===== src/rtl/scoreboard_pkg.sv =====
// Shared scoreboard definitions: game state encoding, BCD digit type and defaults.
package scoreboard_pkg;

  localparam int unsigned BCD_W           = 4;
  localparam int unsigned START_LIVES_DEF = 3;
  localparam logic [BCD_W-1:0] BLANK_DIGIT = 4'd15;

  typedef logic [BCD_W-1:0] bcd_t;

  typedef enum logic [1:0] {
    ST_IDLE  = 2'd0,
    ST_PLAY  = 2'd1,
    ST_DYING = 2'd2,
    ST_OVER  = 2'd3
  } game_state_e;

endpackage


===== src/rtl/score_sequencer_if.sv =====
// Score/miss event request-acknowledge handshakes between gameplay logic and the sequencer.
interface score_sequencer_if;

  logic score_req;
  logic score_ack;
  logic miss_req;
  logic miss_ack;

  modport master (output score_req, output miss_req, input score_ack, input miss_ack);
  modport slave  (input score_req, input miss_req, output score_ack, output miss_ack);

endinterface


===== src/rtl/event_pending_counter.sv =====
// One event source: req/ack handshake feeding a saturating pending-event counter.
module event_pending_counter #(
  parameter int unsigned PEND_W = 3
) (
  input  logic              clk,
  input  logic              reset,
  input  logic              req,
  input  logic              accum_en,
  input  logic              clear,
  input  logic              consume,
  output logic              ack,
  output logic [PEND_W-1:0] pending
);

  localparam logic [PEND_W-1:0] PEND_MAX = '1;

  logic              ack_q, ack_d;
  logic [PEND_W-1:0] cnt_q, cnt_d;
  logic              accept;

  always_comb begin
    // A high ack blocks acceptance so a requester dropping req on ack counts once.
    accept = req && !ack_q && (cnt_q != PEND_MAX);
    ack_d  = accept;
    cnt_d  = cnt_q;
    if (clear || !accum_en) begin
      cnt_d = '0;
    end else if (accept && !consume) begin
      cnt_d = cnt_q + 1'b1;
    end else if (consume && !accept && (cnt_q != '0)) begin
      cnt_d = cnt_q - 1'b1;
    end
  end

  always_ff @(posedge clk or posedge reset) begin
    if (reset) begin
      ack_q <= 1'b0;
      cnt_q <= '0;
    end else begin
      ack_q <= ack_d;
      cnt_q <= cnt_d;
    end
  end

  assign ack     = ack_q;
  assign pending = cnt_q;

endmodule


===== src/rtl/score_sequencer.sv =====
// Game FSM, BCD score and lives sequencing, committing at most one event per frame.
// Optional macro SCORE_EXTRA_LIFE_EN: award a life on the 49->50 score crossing.
module score_sequencer
  import scoreboard_pkg::*;
#(
  parameter int unsigned START_LIVES  = START_LIVES_DEF,
  parameter int unsigned PEND_W       = 3,
  parameter int unsigned DEATH_FRAMES = 60
) (
  input  logic                     clk,
  input  logic                     reset,
  input  logic                     frame_start,
  input  logic                     start_btn,
  score_sequencer_if.slave         ev_if,
  output logic [BCD_W-1:0]         score0,
  output logic [BCD_W-1:0]         score1,
  output logic [BCD_W-1:0]         lives,
  output logic [1:0]               state,
  output logic                     game_over
);

  localparam bcd_t       LIVES_INIT = bcd_t'(START_LIVES);
  localparam logic [7:0] DEATH_INIT = 8'(DEATH_FRAMES);

  game_state_e       state_q, state_d;
  bcd_t              score0_q, score0_d;
  bcd_t              score1_q, score1_d;
  bcd_t              lives_q, lives_d;
  logic [7:0]        timer_q, timer_d;
  logic              game_over_q, game_over_d;

  logic [PEND_W-1:0] score_pend, miss_pend;
  logic              score_consume, miss_consume, pend_clear, accum_en;

  assign accum_en = (state_q == ST_PLAY);

  event_pending_counter #(.PEND_W(PEND_W)) u_score_pend (
    .clk      (clk),
    .reset    (reset),
    .req      (ev_if.score_req),
    .accum_en (accum_en),
    .clear    (pend_clear),
    .consume  (score_consume),
    .ack      (ev_if.score_ack),
    .pending  (score_pend)
  );

  event_pending_counter #(.PEND_W(PEND_W)) u_miss_pend (
    .clk      (clk),
    .reset    (reset),
    .req      (ev_if.miss_req),
    .accum_en (accum_en),
    .clear    (pend_clear),
    .consume  (miss_consume),
    .ack      (ev_if.miss_ack),
    .pending  (miss_pend)
  );

  always_comb begin
    state_d       = state_q;
    score0_d      = score0_q;
    score1_d      = score1_q;
    lives_d       = lives_q;
    timer_d       = timer_q;
    score_consume = 1'b0;
    miss_consume  = 1'b0;
    pend_clear    = 1'b0;

    unique case (state_q)
      ST_IDLE, ST_OVER: begin
        if (start_btn) begin
          state_d    = ST_PLAY;
          score0_d   = '0;
          score1_d   = '0;
          lives_d    = LIVES_INIT;
          pend_clear = 1'b1;
        end
      end
      ST_PLAY: begin
        if (frame_start) begin
          // Miss wins the frame; any queued score events are dropped with it.
          if (miss_pend != '0) begin
            miss_consume = 1'b1;
            pend_clear   = 1'b1;
            lives_d      = (lives_q == '0) ? '0 : lives_q - 1'b1;
            timer_d      = DEATH_INIT;
            state_d      = ST_DYING;
          end else if (score_pend != '0) begin
            score_consume = 1'b1;
            if (score0_q != 4'd9) begin
              score0_d = score0_q + 1'b1;
            end else if (score1_q != 4'd9) begin
              score0_d = '0;
              score1_d = score1_q + 1'b1;
            end
`ifdef SCORE_EXTRA_LIFE_EN
            if ((score0_d == '0) && (score1_d == 4'd5) && (lives_q != 4'd9)) begin
              lives_d = lives_q + 1'b1;
            end
`endif
          end
        end
      end
      ST_DYING: begin
        if (frame_start) begin
          timer_d = timer_q - 1'b1;
          if (timer_q <= 8'd1) begin
            timer_d = '0;
            state_d = (lives_q == '0) ? ST_OVER : ST_PLAY;
          end
        end
      end
      default: state_d = ST_IDLE;
    endcase

    game_over_d = (state_d == ST_OVER);
  end

  always_ff @(posedge clk or posedge reset) begin
    if (reset) begin
      state_q     <= ST_IDLE;
      score0_q    <= '0;
      score1_q    <= '0;
      lives_q     <= LIVES_INIT;
      timer_q     <= '0;
      game_over_q <= 1'b0;
    end else begin
      state_q     <= state_d;
      score0_q    <= score0_d;
      score1_q    <= score1_d;
      lives_q     <= lives_d;
      timer_q     <= timer_d;
      game_over_q <= game_over_d;
    end
  end

  assign score0    = score0_q;
  assign score1    = score1_q;
  assign lives     = lives_q;
  assign state     = state_q;
  assign game_over = game_over_q;

endmodule


===== src/flat_wrapper.sv =====
// flat-port wrapper written by rule: the top's interface ports become plain ports
module score_sequencer_flat import scoreboard_pkg::*;
#(
  parameter int unsigned START_LIVES  = START_LIVES_DEF,
  parameter int unsigned PEND_W       = 3,
  parameter int unsigned DEATH_FRAMES = 60
)
  (clk, reset, frame_start, start_btn, score0, score1, lives, state, game_over, ev_if_score_req, ev_if_miss_req, ev_if_score_ack, ev_if_miss_ack);
  score_sequencer_if ev_if_i ();
  input  logic clk;
  input  logic reset;
  input  logic frame_start;
  input  logic start_btn;
  output logic [BCD_W-1:0] score0;
  output logic [BCD_W-1:0] score1;
  output logic [BCD_W-1:0] lives;
  output logic [1:0] state;
  output logic game_over;
  input wire logic [$bits(ev_if_i.score_req)-1:0] ev_if_score_req;
  input wire logic [$bits(ev_if_i.miss_req)-1:0] ev_if_miss_req;
  output wire logic [$bits(ev_if_i.score_ack)-1:0] ev_if_score_ack;
  output wire logic [$bits(ev_if_i.miss_ack)-1:0] ev_if_miss_ack;
  assign ev_if_i.score_req = ev_if_score_req;
  assign ev_if_i.miss_req = ev_if_miss_req;
  assign ev_if_score_ack = ev_if_i.score_ack;
  assign ev_if_miss_ack = ev_if_i.miss_ack;
  score_sequencer #(.START_LIVES(START_LIVES), .PEND_W(PEND_W), .DEATH_FRAMES(DEATH_FRAMES)) u_core (.clk(clk), .reset(reset), .frame_start(frame_start), .start_btn(start_btn), .ev_if(ev_if_i), .score0(score0), .score1(score1), .lives(lives), .state(state), .game_over(game_over));
endmodule

===== config.mk =====
export PLATFORM = sky130hd
export DESIGN_NAME = score_sequencer_flat
export DESIGN_NICKNAME = d
export VERILOG_FILES = /design/src/rtl/scoreboard_pkg.sv /design/src/rtl/score_sequencer_if.sv /design/src/rtl/event_pending_counter.sv /design/src/rtl/score_sequencer.sv /design/src/flat_wrapper.sv
export SDC_FILE = /design/constraint.sdc
export NUM_CORES = 1
export LEC_CHECK = 0
export BUFFER_PORTS_ARGS = -buffer_cell sky130_fd_sc_hd__buf_2
export CORE_MARGIN = 2
export CORE_UTILIZATION = 39
export DETAILED_ROUTE_END_ITERATION = 8
export GPL_TIMING_DRIVEN = 0
export SYNTH_ARGS = -nofsm -noshare
export SYNTH_HDL_FRONTEND = slang
export SYNTH_SLANG_ARGS = --single-unit

===== constraint.sdc =====
create_clock -name clk -period 3.41 [get_ports clk]
set_input_delay 0.1705 -clock clk [delete_from_list [all_inputs] [get_ports clk]]
set_output_delay 0.1705 -clock clk [all_outputs]
set_load 0.05 [all_outputs]

==> summary.txt, run 1 <==
Critical path
  • Worst EP required: 3.64 ns
  • CP Cell Sequence: ha_1 > and2b_1 > or3_4 > or4_1 > buf_2 > or4_1 > nand2_1
  • Data arrival time of the critical path: 2.95 ns
  • CP max stage delay: 0.52 ns
  • Kind of critical path: reg2reg
  • Buf/Inv on CP: 1
  • Crit path max-delay cell type: or4_1
  • Worst setup EP type: flop
  • Crit path launch type: flop
  • Cell count along the critical path: 7
  • CP Max Fanout: 8
  • CP most frequent cell: or4_1
  • R2R cell count: 7
  • Family with the most delay on the worst path: simple AND/OR/NAND/NOR gates

Layout
  • Antenna cells: 0
  • Most frequent cells in the layout: dfrtp_1, buf_2, o21ai_0
  • Final core occ: 47.7%
  • Storage cell area: 778 sq um
  • Share of cells above drive strength 1: 18.2%
  • Fin nets: 257
  • Most common cell after layout, fill and taps aside: dfrtp_1
  • Synth-to-layout area growth: 18.3%
  • Final cell count without fillers: 309
  • Fillers: 458
  • Area of the multi-input gates: 1040 sq um

STA
  • Worst hold slack: 0.154 ns
  • Fin. Hold Viols: 0
  • Period utilization: 79.7%
  • Final setup TNS: 0 ns
  • Slew Viols, Final: 0
  • Final clock skew: 0.00780 ns
  • Slew @ Worst Pin: 0.926 ns
  • Relative slew slack: 37.7%
  • Unrepaired setup endpoints after global routing: no
  • Clock period minus worst slack: 2.72 ns
  • F_max: 0.368 GHz
  • Setup Viol. Count Final: 0

Global route
  • Largest net degree at the start of global routing: 32
  • First-pass GRT wire length: 6490 um
  • GRT overflow: 0
  • GR Util All Layers: 15.5%
  • Number of global-route vias before repair: 1381
  • Initial antenna violation count: 0

Power and ir drop
  • Power Density: 749 nW/um^2
  • Leak Pwr: 0.963 nW
  • Peak VDD IR: 0.326 mV
  • Total design power: 1.69 mW

Routing
  • Antenna-violating nets left: 0
  • Vias: 1586
  • Drt wl/cell: 12.3 um
  • Post-Route WL: 3810 um
  • DRT iter0 DRCs: 88
  • TritonRoute pass-1 iters: 4
  • Vias per std cell: 5.13
  • DRC errors left: 0

Synth
  • Mapped Cells: 210
  • Sequential-to-total area share from yosys stat: 40.9%
  • Synth cell types: 48
  • Most used DFF post-synth: dfrtp_1
  • Ys async rst share: 100%
  • Synth top area cells: dfrtp_1, o21ai_0, ha_1
  • Mapped Area: 1900 sq um
  • Synth Register Bits: 31
  • Top-area cell type share of the netlist area: 38.1%
  • Area leader, netlist: dfrtp_1
  • Synth warnings: 0
  • Syn Nets: 226
  • Mean Syn Cell Area: 9.06 sq um
  • EDFF count, synth: 0

Place
  • Inst Count DP: 299
  • GPL Wtd Cong: 0.761
  • HPWL Detailed: 2700 um
  • IO buf count: 22

Min path
  • Hold path depth: 2
  • Worst hold path type: in2reg

Floorplan
  • Core area: 4720 sq um
  • Die W: 73.9 um
  • Starting Density: 40.3%
  • Die H: 73.9 um
  • Site Rows: 25
  • Num ports: 23
  • Die footprint: 5450 sq um

Status
  • Run status: completed

Clock tree
  • # H-tree levels: 2
  • Clk buf depth: 2
  • Resize count post-CTS: 0
  • Root Buffer: clkbuf_8
  • CTS tree: built
  • Worst-path clk slew: 0.07 ns
  • CTS buffer count: 5
  • Worst-Skew Late Latency: 0.29 ns
  • CTS Sinks: 31

Job
  • Max_cap viols: 0
-- power breakdown --
| group | switching [mW] | internal (mW) |
|---|---|---|
| sequential | 0.0975 | 0.454 |
| clock | 0.142 | 0.236 |
| combinational | 0.469 | 0.288 |
-- worst paths after layout --
kind	startpoint	end	slack, ns
min in group asynchronous	reset	u_core.score0[0]$_DFFE_PP0P_	0.44
min	ev_if_miss_req	u_core.u_miss_pend.ack$_DFF_PP0_	0.15
max reg2reg	u_core.state[1]$_DFF_PP0_	u_core.score1[2]$_DFFE_PP0P_	0.69
min reg2reg	u_core.timer_q[7]$_DFFE_PP0P_	u_core.timer_q[7]$_DFFE_PP0P_	0.52
max	u_core.state[1]$_DFF_PP0_	u_core.score1[2]$_DFFE_PP0P_	0.69
max in group asynchronous	reset	u_core.timer_q[5]$_DFFE_PP0P_	2.51
-- Yosys cell counts (all sizes together), types with 4 or more instances --
| cell | number |
|---|---|
| nor2 | 18 |
| o21ai | 23 |
| inv | 13 |
| nor4 | 5 |
| nand2 | 16 |
| nor2b | 4 |
| nand2b | 7 |
| o31ai | 6 |
| or4 | 7 |
| nor3 | 6 |
| dfrtp | 29 |
| clkbuf | 4 |
| nand3 | 11 |
| ha | 8 |
-- sequential cells by signal, indices dropped and copies added, names as in the netlist --
signal and flops:
u_core.score1 4, u_core.state 2, u_core.lives 4, u_core.u_miss_pend.ack 1
u_core.score0 4, u_core.u_score_pend.pending 3, u_core.u_score_pend.ack 1, u_core.u_miss_pend.pending 3
u_core.game_over 1, u_core.timer_q 8
-- per-layer routing --
| layer | routed length (um) | track usage (%) | up-vias | share of wire, % |
|---|---|---|---|---|
| met5 | 0 | 0 | - | 0 |
| met4 | 53 | 5.45 | 0 | 1.4 |
| met3 | 136 | 3.29 | 6 | 3.6 |
| met2 | 1740 | 24.4 | 24 | 46 |
| met1 | 1870 | 20.8 | 731 | 49 |
| li1 | - | - | 825 | - |
-- logic make-up after synthesis --
family                     after synthesis  share of synthesized area, %
DFF                                     31                          40.9
muxes                                    3                          1.58
adders and majority gates               10                          7.36
xor gates and xnor gates                 4                          1.84
and+or+nand+nor                         92                          27.0
buffers and inverters                   20                          4.40
AOI/OAI and AO/OA                       50                          16.9
-- through the flow --
step	area [sq um]	setup slack, ns
2_1_floorplan	1900	0.506
3_3_place_gp	2100	0.676
3_5_place_dp	2100	0.674
4_1_cts	2210	0.665
5_1_grt	2250	0.542
6_report	2250	0.692
-- layout make-up --
cell class / instances / area share, %
multi-input combinational: 159 / 46.2
sequential: 31 / 34.6
timing repair buffer: 24 / 6.56
tap: 67 / 3.72
clock buffer: 6 / 3.67
inverter: 13 / 2.17
clock inverter: 2 / 1.56
buffer: 7 / 1.56
-- what timing repair did --
item,in CTS,in global routing
hold endpoints to repair,0,14
setup buffers,0,0
hold buffers,0,1
(Power assumes the default switching activity.)
==> run 2, diff against run 1 <==
==> constraint.sdc (replaced) <==
create_clock -name clk -period 2.29 [get_ports clk]
set_input_delay 0.1145 -clock clk [delete_from_list [all_inputs] [get_ports clk]]
set_output_delay 0.1145 -clock clk [all_outputs]
set_load 0.05 [all_outputs]
==> summary.txt, run 2 (synthesis results as in run 1) <==
Status
  • Run status: finished with violations
  • Failing checks: negative setup slack

Routing
  • DRC errors left: 0
  • DRT iter0 DRCs: 46
  • Antenna-violating nets left: 0
  • Vias: 1632
  • Drt wl/cell: 12.6 um
  • Vias per std cell: 5.18
  • Post-Route WL: 3970 um
  • TritonRoute pass-1 iters: 4

Power and ir drop
  • Switching fraction of total power: 41.9%
  • Combinational Power Share: 46.9%
  • Reg power frac: 31.7%
  • Net load switching power: 1.11 mW
  • Power Density: 1110 nW/um^2
  • Clk pwr share: 21.4%
  • Pint: 1.54 mW
  • Leak Pwr: 1.01 nW
  • Peak VDD IR: 0.467 mV

Floorplan
  • Die H: 73.9 um
  • Site Rows: 25
  • Die footprint: 5450 sq um
  • Die W: 73.9 um
  • Core area: 4720 sq um
  • Starting Density: 40.3%
  • Num ports: 23

Clock tree
  • Clk buf depth: 2
  • CTS tree: built
  • Worst-Skew Late Latency: 0.29 ns
  • CTS buffer count: 5
  • Root Buffer: clkbuf_8
  • # H-tree levels: 2
  • Worst-path clk slew: 0.07 ns
  • CTS Sinks: 31

STA
  • Unrepaired setup endpoints after global routing: yes
  • Relative slew slack: 37.8%
  • Setup Viol. Count Final: 2
  • Final clock skew: 0.00826 ns
  • Worst hold slack: 0.0956 ns
  • Slew Viols, Final: 0
  • Clock period minus worst slack: 2.37 ns
  • Period utilization: 103%
  • F_max: 0.422 GHz
  • Fin. Hold Viols: 0
  • Slew @ Worst Pin: 0.925 ns
  • Fin worst setup slack: -0.0777 ns

Layout
  • Most frequent cells in the layout: dfrtp_1, buf_2, o21ai_0
  • Largest register FFs: 8
  • Fillers: 463
  • Area of the multi-input gates: 1120 sq um
  • Most common cell after layout, fill and taps aside: dfrtp_1
  • Fin nets: 263
  • Largest Register: u_core.timer_q
  • Synth-to-layout area growth: 24.9%
  • Share of cells above drive strength 1: 26.2%
  • Storage cell area: 781 sq um
  • Antenna cells: 0

Place
  • HPWL Detailed: 2760 um
  • IO buf count: 22
  • Dpl ws: -0.266 ns
  • GPL Wtd Cong: 0.776

Min path
  • Hold path depth: 2
  • Hold Path End: u_core.u_miss_pend.ack$_DFF_PP0_
  • Hold path start: ev_if_miss_req
  • Worst hold path type: in2reg

Critical path
  • Reg-to-reg endpoint: u_core.score1[2]$_DFFE_PP0P_
  • Reg-to-Reg Start: u_core.state[0]$_DFF_PP0_
  • CP Max Fanout: 4
  • Worst setup EP type: flop
  • Data arrival time of the critical path: 2.60 ns
  • R2R cell count: 7
  • Worst EP required: 2.52 ns
  • R2r setup slk: -0.08 ns
  • Crit path launch type: flop
  • Kind of critical path: reg2reg

Global route
  • Largest net degree at the start of global routing: 32
  • GR Util All Layers: 15.3%
  • Met2 GRT Util: 24.0%
  • GRT overflow: 0
  • Initial antenna violation count: 0
  • First-pass GRT wire length: 6350 um
  • Number of global-route vias before repair: 1374
  • GR Util met1: 20.3%
  • M3 GR Usage: 3.29%
  • GR peak layer: met2

Job
  • Max_cap viols: 0
-- run 2: area by class of cell --
| class | instances | area share (%) |
|---|---|---|
| clock inverter | 2 | 1.47 |
| timing repair buffer | 32 | 8.74 |
| clock buffer | 6 | 3.48 |
| tap | 67 | 3.53 |
| multi-input combinational | 159 | 47.1 |
| inverter | 13 | 2.05 |
| buffer | 5 | 0.790 |
| sequential | 31 | 32.9 |
-- run 2: metrics by stage --
step	std cells	total power, mW	area, sq um	TNS, ns	utilization (%)
after floorplan	210	1.73	1930	-0.512	-
after global placement	299	1.97	2120	-0.610	45.0
after detailed placement	299	1.98	2120	-0.600	45.0
after CTS	312	2.59	2280	-0.189	48.3
after global routing	315	2.85	2380	-0.504	50.3
final	315	2.65	2380	-0.120	50.3
-- run 2: worst max-delay path by stage --
stage | start | end | slack, ns | cells after the start
after floorplan | u_core.state[0]$_DFF_PP0_ | u_core.score1[2]$_DFFE_PP0P_ | -0.31 | 8
after global placement | u_core.state[1]$_DFF_PP0_ | u_core.score1[2]$_DFFE_PP0P_ | -0.26 | 7
after detailed placement | u_core.state[1]$_DFF_PP0_ | u_core.score1[2]$_DFFE_PP0P_ | -0.27 | 7
after CTS | u_core.state[0]$_DFF_PP0_ | u_core.score1[2]$_DFFE_PP0P_ | -0.11 | 7
after global routing | u_core.state[0]$_DFF_PP0_ | u_core.score1[2]$_DFFE_PP0P_ | -0.14 | 7
final | u_core.state[0]$_DFF_PP0_ | u_core.score1[2]$_DFFE_PP0P_ | -0.08 | 7
-- run 2: what timing repair did --
action / in CTS / in global routing
resized for setup: 2 / 10
hold endpoints to repair: 0 / 9
buffers inserted: 7 / 1
setup endpoints to repair: 4 / 16
hold buffers: 0 / 1
pin swaps: 6 / 2
-- run 2: routing by layer --
layer / share of wire (%) / up-vias
met4: 1.6 / 0
met3: 3.1 / 7
met2: 47 / 26
li1: - / 832
met5: 0 / -
met1: 49 / 767
-- run 2: critical path: stages, from the launching register on --
cell     delay [ns]
dfrtp_2        0.44
inv_2          0.08
ha_4           0.20
and2b_1        0.16
or3_4          0.37
or4_4          0.51
or4_4          0.49
nand2_2        0.06
-- run 2: power by group through the flow --
| stage | Sequential, mW | Combinational, mW | Clock, mW |
|---|---|---|---|
| 2_1_floorplan | 0.979 | 0.748 | 0 |
| 3_3_place_gp | 0.839 | 1.13 | 0 |
| 3_5_place_dp | 0.840 | 1.14 | 0 |
| 4_1_cts | 0.827 | 1.18 | 0.584 |
| 5_1_grt | 0.860 | 1.39 | 0.605 |
| 6_report | 0.839 | 1.24 | 0.567 |
